`config.mk`:
```
export PLATFORM = sky130hd
export DESIGN_NAME = inc_dec_n
export DESIGN_NICKNAME = d
export VERILOG_FILES = /design/src/rtl/inc_dec_n.sv
export SDC_FILE = /design/constraint.sdc
export NUM_CORES = 1
export LEC_CHECK = 0
export BUFFER_PORTS_ARGS = -buffer_cell sky130_fd_sc_hd__buf_2
export CAP_MARGIN = 20
export CORE_MARGIN = 2
export CORE_UTILIZATION = 55
export DETAILED_ROUTE_END_ITERATION = 10
export PLACE_DENSITY_LB_ADDON = 0.12
export SETUP_SLACK_MARGIN = 0.02
export SLEW_MARGIN = 0
export SYNTH_ARGS = -nofsm -noshare
export SYNTH_HDL_FRONTEND = slang
export SYNTH_SLANG_ARGS = --single-unit
```
`constraint.sdc`:
```
create_clock -name i_Clk -period 4.5 [get_ports i_Clk]
set_clock_uncertainty 0.05 [all_clocks]
set_input_delay 0.675 -clock i_Clk [delete_from_list [all_inputs] [get_ports i_Clk]]
set_output_delay 0.675 -clock i_Clk [all_outputs]
set_load 0.005 [all_outputs]
```
`src/rtl/inc_dec_n.sv`:
```
// Streaming incrementer/decrementer: adds or subtracts a zero-extended step
// from an unsigned operand. Results queue in a 2-entry in-order output buffer
// with valid/ready handshakes on both sides.
// Optional feature macro: INC_DEC_SAT_EN. When it is defined, i_Sat=1 clamps
// overflow to all-ones and underflow to zero.
`timescale 1ns/1ps

module inc_dec_n #(
  parameter int unsigned WIDTH  = 4,
  parameter int unsigned STEP_W = 4
) (
  input  logic              i_Clk,
  input  logic              i_Reset,
  input  logic              i_Valid,
  output logic              o_Ready,
  input  logic [WIDTH-1:0]  i_Binary_Num,
  input  logic [STEP_W-1:0] i_Step,
  input  logic              i_Dec,
  input  logic              i_Sat,
  output logic              o_Valid,
  input  logic              i_Ready,
  output logic [WIDTH-1:0]  o_Binary_Num,
  output logic              o_Carry
);

  typedef enum logic [1:0] {StEmpty, StOne, StFull} state_t;

  state_t           r_state;
  logic             r_ready;
  logic             r_valid;
  logic [WIDTH-1:0] r_head_num;
  logic             r_head_carry;
  logic [WIDTH-1:0] r_tail_num;
  logic             r_tail_carry;

  logic [WIDTH:0]   w_step_ext;
  logic [WIDTH:0]   w_sum;
  logic [WIDTH:0]   w_diff;
  logic [WIDTH-1:0] w_res;
  logic             w_carry;
  logic             w_accept;
  logic             w_pop;

  // Zero-extend the step to one bit wider than the operand.
  always_comb begin
    w_step_ext             = '0;
    w_step_ext[STEP_W-1:0] = i_Step;
  end

  // The extra top bit holds the carry (add) or borrow (subtract).
  assign w_sum  = {1'b0, i_Binary_Num} + w_step_ext;
  assign w_diff = {1'b0, i_Binary_Num} - w_step_ext;

  // Select the wrapped result and the out-of-range flag, then apply optional clamping.
  always_comb begin
    w_carry = i_Dec ? w_diff[WIDTH] : w_sum[WIDTH];
    w_res   = i_Dec ? w_diff[WIDTH-1:0] : w_sum[WIDTH-1:0];
`ifdef INC_DEC_SAT_EN
    if (i_Sat && w_carry) begin
      w_res = i_Dec ? '0 : '1;
    end
`endif
  end

`ifndef INC_DEC_SAT_EN
  logic w_unused_sat;
  assign w_unused_sat = i_Sat;
`endif

  assign w_accept = i_Valid & r_ready;
  assign w_pop    = r_valid & i_Ready;

  // Buffer FSM. Ready and valid are registered copies of the state decode.
  always_ff @(posedge i_Clk or posedge i_Reset) begin
    if (i_Reset) begin
      r_state      <= StEmpty;
      r_ready      <= 1'b1;
      r_valid      <= 1'b0;
      r_head_num   <= '0;
      r_head_carry <= 1'b0;
      r_tail_num   <= '0;
      r_tail_carry <= 1'b0;
    end else begin
      unique case (r_state)
        StEmpty: begin
          if (w_accept) begin
            r_head_num   <= w_res;
            r_head_carry <= w_carry;
            r_valid      <= 1'b1;
            r_state      <= StOne;
          end
        end
        StOne: begin
          if (w_accept && w_pop) begin
            // The head leaves and the new result takes its place.
            r_head_num   <= w_res;
            r_head_carry <= w_carry;
          end else if (w_accept) begin
            r_tail_num   <= w_res;
            r_tail_carry <= w_carry;
            r_ready      <= 1'b0;
            r_state      <= StFull;
          end else if (w_pop) begin
            r_valid      <= 1'b0;
            r_state      <= StEmpty;
          end
        end
        StFull: begin
          // Ready is low here, so no accept can coincide with this pop.
          if (w_pop) begin
            r_head_num   <= r_tail_num;
            r_head_carry <= r_tail_carry;
            r_ready      <= 1'b1;
            r_state      <= StOne;
          end
        end
        default: begin
          r_state <= StEmpty;
          r_ready <= 1'b1;
          r_valid <= 1'b0;
        end
      endcase
    end
  end

  assign o_Ready      = r_ready;
  assign o_Valid      = r_valid;
  assign o_Binary_Num = r_head_num;
  assign o_Carry      = r_head_carry;

endmodule
```
## Yosys cells after proc, flatten, opt, wreduce, memory -nomap -nowiden

Cells that the tools add are included.

- Flip-flop bits (word level): 14
- Input bits: 14
- Output and inout port bits: 7

- Add/sub/neg operators: 2
- Equality and inequality tests: 10
- Mux-type cells: 25
- Bitwise gates (word level): 5
- Reductions and logical operators: 8

Operators by type and width:

| cell | number |
|---|---|
| 4-bit two-way mux | 4 |
| 2-bit != test (second input constant) | 7 |
| 4-bit case mux with 3 select lines | 1 |
| 4-bit AND reduction | 3 |
| 1-bit two-way mux | 11 |
| 2-bit two-way mux | 5 |
| 1-bit case mux with 3 select lines | 3 |
| 2-bit case mux with 3 select lines | 1 |
| 4-bit by 4-bit adder with 5-bit output | 1 |
| 5-bit AND reduction | 1 |
| 4-bit by 4-bit subtractor with 5-bit output | 1 |
| 3-bit != test (second input constant) | 1 |
| 1-bit inverter | 3 |
| 3-bit AND reduction | 1 |
| 3-bit nonzero test | 1 |
| 1-bit AND | 2 |
| 2-bit by 1-bit equality test with 1-bit output (second input constant) | 1 |
| 2-bit equality test (second input constant) | 1 |
| 2-bit logical NOT | 1 |
| 1-bit logical AND | 1 |

## Depth between registers and ports, before layout

Gate-level depths: netlist of run 1.

- Depth after elaboration: 5
- Mapped depth: 8
- Depth with buffers taken out: 8

## Least setup slack after synthesis of run 1

No wires, ideal clock.

- Kind: input port to flip-flop
- Start: input i_Binary_Num[0]
- End: register r_tail_carry
- Data arrival time: 1,940 ps
- Data required time: 4,332 ps
- Slack: 2,392 ps
- Cell stages on the path: 6
- Cells stage by stage: ha_1 > fa_1 > a21o_1 > a211oi_1 > a211oi_1 > a21o_1

- Longest elaborated chain between the ends: 2
- Elaborated cells between the ends (all ways): 3
- Classes of those cells: add/sub (2); mux (1)

RTL lines:

| element | line | text |
|---|---|---|
| start, declared | 16 | `input logic [WIDTH-1:0] i_Binary_Num,` |
| 4-bit by 4-bit adder with 5-bit output / 4-bit by 4-bit subtractor with 5-bit output (equally long branches) | 51, 52 |  |
| 1-bit two-way mux (*) | 56 | `w_carry = i_Dec ? w_diff[WIDTH] : w_sum[WIDTH];` |
| end signal, assigned | 100 | `r_tail_carry <= w_carry;` |
| end, declared | 34 | `logic r_tail_carry;` |

Every way passes the cells marked *; elsewhere a longest branch is shown, timed or not.
A chain may end at the register's enable or synchronous reset.

## Worst setup path after layout of run 1

Same ends and word-level chain as after synthesis.

==> results.json, run 1 <==
{
  "post_cts_resized": 0,
  "clkPwrFrac_pct": 33.6,
  "grt_usage_pct": 19.18,
  "internal-power_uw": 197.8,
  "grt_overflow": 0,
  "cts.clk_slew.worst_paths_ns": 0.08,
  "antenna_found_initial": 0,
  "maxCapViolCount": 0,
  "fillers": 132,
  "num_vias": 799,
  "ys_types": 29,
  "p_leak_nw": 0.5920,
  "drive_above_1_share_pct": 21.26,
  "fp.dieW_um": 45.36,
  "avgRoutedWirePerCell_um": 11.60,
  "synthesis.instances": 106,
  "hold_path.class": "in2async",
  "p_seq_share_pct": 47.4,
  "finalWorstSetupSlack_ns": 2.484,
  "p_sw_share_pct": 25.51,
  "place_congestion": 0.7885,
  "slew_headroom_pct": 48.19,
  "dpl_worst_slack_ns": 2.179,
  "area_growth_pct": 15.29,
  "powerDensity_nw_per_um2": 244.7,
  "status": "finished clean",
  "synth_top_cell_area_share_pct": 34.57,
  "ys_warn_count": 0,
  "grt_max_degree": 15,
  "multi_input_area_um2": 544.3,
  "start_util_pct": 60.35,
  "yosys.area.top_type": "dfrtp_1",
  "n_antenna_cell": 0,
  "cts_root_buf": "clkbuf_4",
  "cts.sinks": 14,
  "htreeDepth": 1,
  "remaining_drc_errors": 0,
  "tightest_slew_ns": 0.7735,
  "mostFrequentLayoutCells": "buf_2 (19), nand2_1 (17), dfrtp_1 (13)",
  "rsz0062_at_grt": "false",
  "post-route-min-period_ns": 2.016,
  "switchingPower_uw": 67.71,
  "ys_ff_latch": 14,
  "combPwrFrac_pct": 19.0,
  "design_area_um2": 1085,
  "final-setup-viol-count": 0,
  "syn_area_per_cell_um2": 8.876,
  "slew_violations": 0,
  "synth_area_um2": 940.9,
  "peakVddDrop_v": 0.0001214,
  "via_per_inst": 5.587,
  "period_share_pct": 44.80,
  "first_pass_iters": 4,
  "numCtsBuffers": 3,
  "ioPinCount": 21,
  "hpwl_um": 1316,
  "ant_nets": 0,
  "cp-end-kind": "flop",
  "die_h_um": 45.36,
  "synth_nets": 130,
  "synth_top_cells_by_area": "dfrtp_1 (35%), ha_1 (11%), nand2_1 (6.8%)",
  "cp.arrival_ns": 2.14,
  "worstSetupPathType": "in2reg",
  "holdBufCountCts": 0,
  "fin_nets": 152,
  "cts_tree": "yes",
  "grt_pass1_vias": 699,
  "rows": 14,
  "cts_buffer_depth": 2,
  "post-cts-setup-buffers": 0,
  "portBuffers": 19,
  "drtIter0Drc": 6,
  "placed_cell_area_um2": 1049,
  "drt_wl_total_um": 1659,
  "hold_viol": 0,
  "cp_max_fo": 2,
  "max_stage_delay_ns": 0.39,
  "grt_pass1_wl_um": 2780,
  "seq_area_um2": 351.6,
  "layout_commonest_cell": "buf_2",
  "fmax_mhz": 496.1,
  "crit_chain": "buf_2 -> ha_1 -> fa_1 -> a21o_1 -> a211oi_1 -> a211oi_1 -> a21o_1",
  "coreArea_um2": 1559,
  "finalSetupTns_ns": 0,
  "power_uw": 265.5,
  "clock_latency_ns": 0.28,
  "start_kind": "primary input",
  "dieArea_um2": 2058,
  "crit_slowest_cell": "fa_1",
  "yosysSeqAreaShare_pct": 37.37,
  "required_ns": 4.62
}
## sequential cells by signal (all words and copies together), names as in the netlist
register	flops
o_Binary_Num	4
r_tail_num	4
r_state	2
o_Carry	1
o_Ready	1
o_Valid	1
r_tail_carry	1
## final cells by class
class / count / area share [%]
multi-input combinational: 80 / 50.17
sequential: 14 / 32.41
timing repair buffer: 19 / 8.766
inverter: 10 / 3.460
clock buffer: 4 / 3.345
tap: 16 / 1.845
## cell usage after synthesis
library cell  number
a211o_1            1
a211oi_1           2
a21o_1             3
a21oi_1            7
a221oi_2           1
a31oi_1            1
a32oi_1            1
clkbuf_1           2
dfrtp_1           13
dfstp_2            1
fa_1               2
ha_1               8
inv_1              9
inv_2              1
mux2i_1            3
nand2_1           17
nand2b_1           1
nand3_1            4
nand3b_1           3
nand4_1            1
nor2_1             4
nor2b_1            2
o21a_1             1
o21ai_0           11
o21bai_1           2
or2_2              1
or3_1              1
xnor2_1            2
xor2_1             1
## power groups by stage
| stage | Clock [mW] | Sequential [mW] | Combinational, mW |
|---|---|---|---|
| finish | 0.0893 | 0.126 | 0.0504 |
| detailed placement | 0 | 0.128 | 0.0510 |
| floorplan | 0 | 0.128 | 0.0362 |
| CTS | 0.0911 | 0.126 | 0.0512 |
| global placement | 0 | 0.128 | 0.0485 |
| global route | 0.0950 | 0.126 | 0.0579 |
## per-stage QoR
stage | util (%) | hold slack, ns | cells
floorplan | - | 0.3947 | 106
global placement | 67.26 | 0.4055 | 139
detailed placement | 67.26 | 0.4149 | 139
CTS | 69.58 | 0.3764 | 143
global route | 69.58 | 0.3993 | 143
finish | 69.58 | 0.3559 | 143
## path summary, 6_finish.rpt
kind                                 start  depth (start not counted)  slack (ns)              end
max in group asynchronous          i_Reset                          2        3.68          o_Ready
min reg2reg                o_Binary_Num[1]                          2        0.42  o_Binary_Num[1]
min                                i_Reset                          2        0.36          o_Valid
min in group i_Clk         o_Binary_Num[1]                          2        0.42  o_Binary_Num[1]
max reg2reg                     r_state[1]                          5        2.79          o_Carry
max                        i_Binary_Num[0]                          7        2.48     r_tail_carry
## cell families after synthesis
logic type | count (synthesis) | synth area share, %
compound gates | 30 | 20.08
xor+xnor | 3 | 2.793
fa+ha+maj | 10 | 14.89
buf+inv | 12 | 4.787
flops | 14 | 37.37
mux | 3 | 3.192
simple gates | 34 | 16.89
## metal layers
metal / share of wire (%) / GRT usage (%) / vias to the layer above
met4: 3.0 / 14.12 / 0
met5: 0 / 0 / -
met3: 3.3 / 1.200 / 5
met1: 45 / 21.83 / 367
li1: - / - / 406
met2: 48 / 33.43 / 21
## critical path: cells and delay by family
kind                       cells  cell delay [ns]
AOI/OAI and AO/OA              4             0.75
buffers and inverters          1             0.10
adders and majority gates      2             0.61
No activity file was read; power rests on OpenSTA's default activity.
==> run 2: changes to the inputs <==
--- a/config.mk
+++ b/config.mk
@@ -5,10 +5,11 @@
 export SDC_FILE = /design/constraint.sdc
 export NUM_CORES = 1
 export LEC_CHECK = 0
+export ABC_AREA = 1
 export BUFFER_PORTS_ARGS = -buffer_cell sky130_fd_sc_hd__buf_2
 export CAP_MARGIN = 20
 export CORE_MARGIN = 2
-export CORE_UTILIZATION = 55
+export CORE_UTILIZATION = 53
 export DETAILED_ROUTE_END_ITERATION = 10
 export PLACE_DENSITY_LB_ADDON = 0.12
 export SETUP_SLACK_MARGIN = 0.02
==> constraint.sdc (replaced) <==
create_clock -name i_Clk -period 1.9 [get_ports i_Clk]
set_clock_uncertainty 0.05 [all_clocks]
set_input_delay 0.285 -clock i_Clk [delete_from_list [all_inputs] [get_ports i_Clk]]
set_output_delay 0.285 -clock i_Clk [all_outputs]
set_load 0.005 [all_outputs]
==> run 2 against run 1 <==
Clock power grew 100%; largest power group is now combinational cells; critical path depth increased by 4; core utilization decreased by 3.5 points; power grew to 5.5 times the previous value; combinational power rose to 14 times the previous value; area after synthesis is 7.8% higher; flip-flop and latch count unchanged; via count up 11%; setup slack got worse by 2.0 ns; die area grew 11%; design area up 7.5%.
==> results.json, run 2 <==
{
  "mostFrequentLayoutCells": "nand2_1 (44), buf_2 (19), inv_1 (16)",
  "drtIter0Drc": 25,
  "start_util_pct": 57.52,
  "yosys.area.top_type": "dfrtp_1",
  "final-setup-viol-count": 0,
  "coreArea_um2": 1764,
  "hold_path.class": "in2reg",
  "clock_latency_ns": 0.28,
  "dieArea_um2": 2281,
  "ys_ff_latch": 14,
  "fmax_mhz": 697.6,
  "synth_area_um2": 1015,
  "hold_viol": 0,
  "synth_most_common_cell": "nand2_1",
  "place_congestion": 0.8425,
  "start_kind": "primary input",
  "grt_overflow": 0,
  "htreeDepth": 1,
  "dpl_worst_slack_ns": 0.1481,
  "area_growth_pct": 14.92,
  "post-cts-setup-buffers": 0,
  "numCtsBuffers": 3,
  "avgRoutedWirePerCell_um": 10.44,
  "grt_pass1_wl_um": 3332,
  "cp-end-kind": "flop",
  "synth_ff_type": "dfrtp_1",
  "finalWorstSetupSlack_ns": 0.4665,
  "cts.clk_slew.worst_paths_ns": 0.08,
  "maxCapViolCount": 0,
  "num_vias": 890,
  "period_share_pct": 75.45,
  "die_h_um": 47.76,
  "layout_commonest_cell": "nand2_1",
  "ioPinCount": 21,
  "synthAdderAreaFrac_pct": 13.81,
  "peakVddDrop_v": 0.0009113,
  "hpwl_um": 1517,
  "grt_usage_pct": 20.70,
  "netlist_top_cells_count": "nand2_1 (44), inv_1 (16), dfrtp_1 (13), o21ai_0 (12)",
  "antenna_found_initial": 0,
  "ant_nets": 0,
  "syn_area_per_cell_um2": 7.687,
  "powerDensity_nw_per_um2": 1258,
  "remaining_drc_errors": 0,
  "cts_buffer_depth": 2,
  "synth_top_cell_area_share_pct": 32.06,
  "first_pass_iters": 4,
  "synthesis.instances": 132,
  "cp_max_fo": 2,
  "synth_edf_count": 0,
  "synth_xor_xnor_area_share_pct": 1.726,
  "finalSetupTns_ns": 0,
  "ys_types": 21,
  "rows": 15,
  "required_ns": 2.07,
  "drt_wl_total_um": 1880,
  "holdBufCountCts": 1,
  "tightest_slew_ns": 0.5387,
  "post-route-min-period_ns": 1.434,
  "synth_top_family_by_area": "simple AND/OR/NAND/NOR gates",
  "cts_tree": "yes",
  "slew_headroom_pct": 64.05,
  "async_flop_share_pct": 100.0,
  "synth_top_cells_by_area": "dfrtp_1 (32%), nand2_1 (16%), ha_1 (9.9%)",
  "p_leak_nw": 0.6589,
  "portBuffers": 19,
  "synth-simple-area-share_pct": 31.94,
  "via_per_inst": 4.944,
  "fin_nets": 180,
  "cp.arrival_ns": 1.60,
  "synth_compound_area_share_pct": 9.741,
  "grt_max_degree": 15,
  "cts_root_buf": "clkbuf_4",
  "slew_violations": 0,
  "synth_nets": 156,
  "status": "finished clean",
  "ys_warn_count": 0,
  "drive_above_1_share_pct": 24.52,
  "cts.sinks": 14,
  "worstSetupPathType": "in2reg",
  "fp.dieW_um": 47.76,
  "yosysSeqAreaShare_pct": 34.65,
  "post_cts_resized": 0,
  "grt_pass1_vias": 838,
  "synth.area.mux_share_pct": 0,
  "rsz0062_at_grt": "false",
  "n_antenna_cell": 0
}
run 2: metrics by stage:
step	hold slack, ns	std cells	instance area [µm²]	utilization, %	total power, mW
floorplan	0.1235	132	1015	-	1.114
global placement	0.2901	175	1130	64.04	1.261
detailed placement	0.3047	175	1130	64.04	1.296
CTS	0.3069	180	1166	66.10	1.486
global route	0.3407	180	1166	66.10	1.616
finish	0.3095	180	1166	66.10	1.467
run 2: layout make-up:
cell class / instances / area, µm²
Tap cell: 25 / 31.28
Timing Repair Buffer: 20 / 105.1
Clock buffer: 4 / 26.28
Fill cell: 157 / 598.1
Multi-Input combinational cell: 98 / 580.6
Sequential cell: 14 / 351.6
Inverter: 19 / 71.32
run 2: worst paths after layout:
check                                      from              end  slack [ns]  cells past startpoint
worst min-delay path                  i_Step[0]    r_tail_num[0]        0.31                      3
worst min register to register  o_Binary_Num[0]  o_Binary_Num[0]        0.43                      2
max in group asynchronous               i_Reset          o_Ready        0.91                      3
min in group asynchronous               i_Reset  o_Binary_Num[1]        0.52                      3
worst max register to register       r_state[0]     r_tail_carry        0.50                      5
worst max-delay path            i_Binary_Num[0]  o_Binary_Num[2]        0.47                     11
run 2: cells by family (layout without fill, tap and decap cells):
logic type | count (synthesis) | in the layout
compound gates | 19 | 19
flops | 14 | 14
fa+ha+maj | 10 | 10
xor+xnor | 2 | 2
simple gates | 67 | 67
buf+inv | 20 | 43
run 2: where the power goes:
| part | internal [mW] | switching, mW | total [mW] | leakage, nW |
|---|---|---|---|---|
| Combinational | 0.278 | 0.439 | 0.717 | 0.471 |
| Clock | 0.0815 | 0.0993 | 0.181 | 0.0150 |
| Sequential | 0.453 | 0.116 | 0.569 | 0.173 |
| Total | 0.813 | 0.654 | 1.47 | 0.659 |
run 2: layer usage:
layer | wire length, µm | GRT usage, % | vias to the layer above
met5 | 0 | 0 | -
met4 | 8 | 3.243 | 0
met3 | 77 | 5.660 | 2
met2 | 907 | 37.07 | 17
met1 | 886 | 25.18 | 412
li1 | - | - | 459
run 2: worst max-delay path: stages:
cell and delay (ns):
buf_2 0.09, inv_1 0.04, ha_1 0.21, fa_1 0.39
nand2_1 0.08, nand2_1 0.06, xor2_1 0.12, inv_1 0.07
o21ai_1 0.12, nand2_1 0.07, nand2_1 0.07
==> run 3: changes to the inputs <==
==> constraint.sdc (replaced) <==
create_clock -name i_Clk -period 1.34 [get_ports i_Clk]
set_clock_uncertainty 0.05 [all_clocks]
set_input_delay 0.201 -clock i_Clk [delete_from_list [all_inputs] [get_ports i_Clk]]
set_output_delay 0.201 -clock i_Clk [all_outputs]
set_load 0.005 [all_outputs]
==> run 3 against run 2 <==
Flip-flop and latch count is the same; die area is the same; global-route usage shrank 0.42 points; hold slack lost 0.055 ns; register-to-register slack lost 0.56 ns; design area grew 9.9%; power grew 55%; sequential share of layout area shrank 2.6 points; core utilization grew 6.5 points; clock power grew 65%; first-iteration DRC count is the same; the run now ends with setup timing left; combinational power grew 63%; largest cell class unchanged.
==> results.json, run 3 (synthesized netlist as in run 2, its figures left out) <==
{
  "cp.depth": 6,
  "reg2reg_depth": 6,
  "finalSetupTns_ns": -0.1291,
  "violations": "setup timing",
  "drt_wl_total_um": 2097,
  "fp.dieW_um": 47.76,
  "max_stage_delay_ns": 0.56,
  "grt_pass1_vias": 827,
  "grt_max_degree": 15,
  "cts.clk_slew.worst_paths_ns": 0.08,
  "drtIter0Drc": 25,
  "cts_tree": "yes",
  "coreArea_um2": 1764,
  "n_antenna_cell": 0,
  "start_kind": "flop",
  "design_area_um2": 1281,
  "top_layer": "met4",
  "area_growth_pct": 26.26,
  "tightest_slew_ns": 0.5327,
  "crit_buf_inv": 2,
  "seq_area_um2": 352.8,
  "numCtsBuffers": 3,
  "finalWorstSetupSlack_ns": -0.06291,
  "cts_buffer_depth": 2,
  "start_util_pct": 57.52,
  "required_ns": 1.45,
  "final_cells": 187,
  "slew_violations": 0,
  "antenna_found_initial": 0,
  "remaining_drc_errors": 0,
  "via_per_inst": 4.786,
  "whs_path_depth": 3,
  "fillers": 154,
  "r2r_slack_ns": -0.06,
  "place_congestion": 0.8445,
  "post-route-min-period_ns": 1.403,
  "dpl_worst_slack_ns": -0.2715,
  "cp_max_fo": 5,
  "period_share_pct": 104.7,
  "multi_input_area_um2": 619.3,
  "rows": 15,
  "mostFrequentLayoutCells": "nand2_1 (43), buf_2 (18), inv_1 (14)",
  "holdCritStartpoint": "i_Step[0]",
  "p_leak_nw": 0.6954,
  "hpwl_um": 1595,
  "final-setup-viol-count": 6,
  "first_pass_iters": 4,
  "crit_chain": "nand2_4 -> buf_4 -> nor2_4 -> clkinvlp_4 -> nand2_1 -> o21ai_1",
  "rsz0062_at_grt": "true",
  "maxCapViolCount": 0,
  "grt_pass1_wl_um": 3284,
  "cts.sinks": 14,
  "slew_headroom_pct": 64.45,
  "die_h_um": 47.76,
  "crit_family": "flip-flops",
  "grt_overflow": 0,
  "ioPinCount": 21,
  "portBuffers": 19,
  "placed_cell_area_um2": 1199,
  "status": "finished with violations",
  "hold_viol": 0,
  "hold_path.class": "in2reg",
  "clock_latency_ns": 0.28,
  "layout_commonest_cell": "nand2_1",
  "r2r-start": "o_Ready",
  "fin_nets": 187,
  "placedCellCount": 180,
  "dieArea_um2": 2281,
  "wl_met3_um": 72,
  "worstSetupPathType": "reg2reg",
  "ant_nets": 0,
  "grt_usage_pct": 20.28,
  "drive_above_1_share_pct": 34.57,
  "met1Wirelength_um": 916,
  "crit_slowest_cell": "dfstp_2",
  "num_vias": 895,
  "peakVddDrop_v": 0.001325,
  "worstHoldEndpoint": "r_tail_num[0]",
  "dr_wl_met2_um": 1100,
  "cp-end-kind": "flop",
  "powerDensity_nw_per_um2": 1770,
  "avgRoutedWirePerCell_um": 11.21,
  "cp.arrival_ns": 1.51,
  "fmax_mhz": 712.8,
  "cts_root_buf": "clkbuf_4",
  "htreeDepth": 1,
  "reg2reg_to": "r_tail_carry"
}
==> run 3: layer usage <==
layer	vias up	track usage (%)
met2	18	35.20
li1	474	-
met5	-	0
met3	2	5.660
met1	401	25.53
met4	0	3.243
==> run 3: layout make-up <==
type / count / area share [%]
timing repair inverter: 1 / 0.5859
multi-input combinational: 98 / 48.34
inverter: 19 / 6.348
timing repair buffer: 26 / 11.91
sequential: 14 / 27.54
tap: 25 / 2.441
clock buffer: 4 / 2.832
==> run 3: metrics by stage <==
stage / utilization [%] / hold slack [ns] / power (mW)
final: 72.62 / 0.2542 / 2.268
after global routing: 72.62 / 0.2678 / 2.472
after CTS: 70.99 / 0.2278 / 2.226
after detailed placement: 67.94 / 0.2145 / 1.899
after global placement: 67.94 / 0.2083 / 1.862
after floorplan: - / 0.03950 / 1.593
==> run 3: worst max-delay path by stage <==
stage	from	slack (ns)	end
2_1_floorplan	i_Binary_Num[0]	0.02	o_Carry
3_3_place_gp	i_Binary_Num[0]	-0.27	o_Carry
3_5_place_dp	i_Binary_Num[0]	-0.27	o_Carry
6_report	o_Ready	-0.06	r_tail_carry
5_1_grt	o_Ready	-0.11	r_tail_carry
4_1_cts	o_Ready	-0.04	o_Binary_Num[1]
==> run 3: tightest hold or removal path: stages <==
cell	delay (ns)
buf_2	0.13
ha_4	0.14
o21ai_0	0.07
==> run 3: what timing repair did <==
item                                    4_1_cts  5_1_grt
pin swaps                                     0        3
setup buffers                                 1        0
cloned                                        0        1
endpoints found under the hold margin        13        0
endpoints found under the setup margin        5       11
hold buffers                                  1        0
resized for setup                             1       10
==> run 3: power breakdown <==
group / switching (mW) / total [mW] / internal (mW)
combinational: 0.697 / 1.17 / 0.474
clock: 0.133 / 0.298 / 0.165
sequential: 0.152 / 0.799 / 0.647
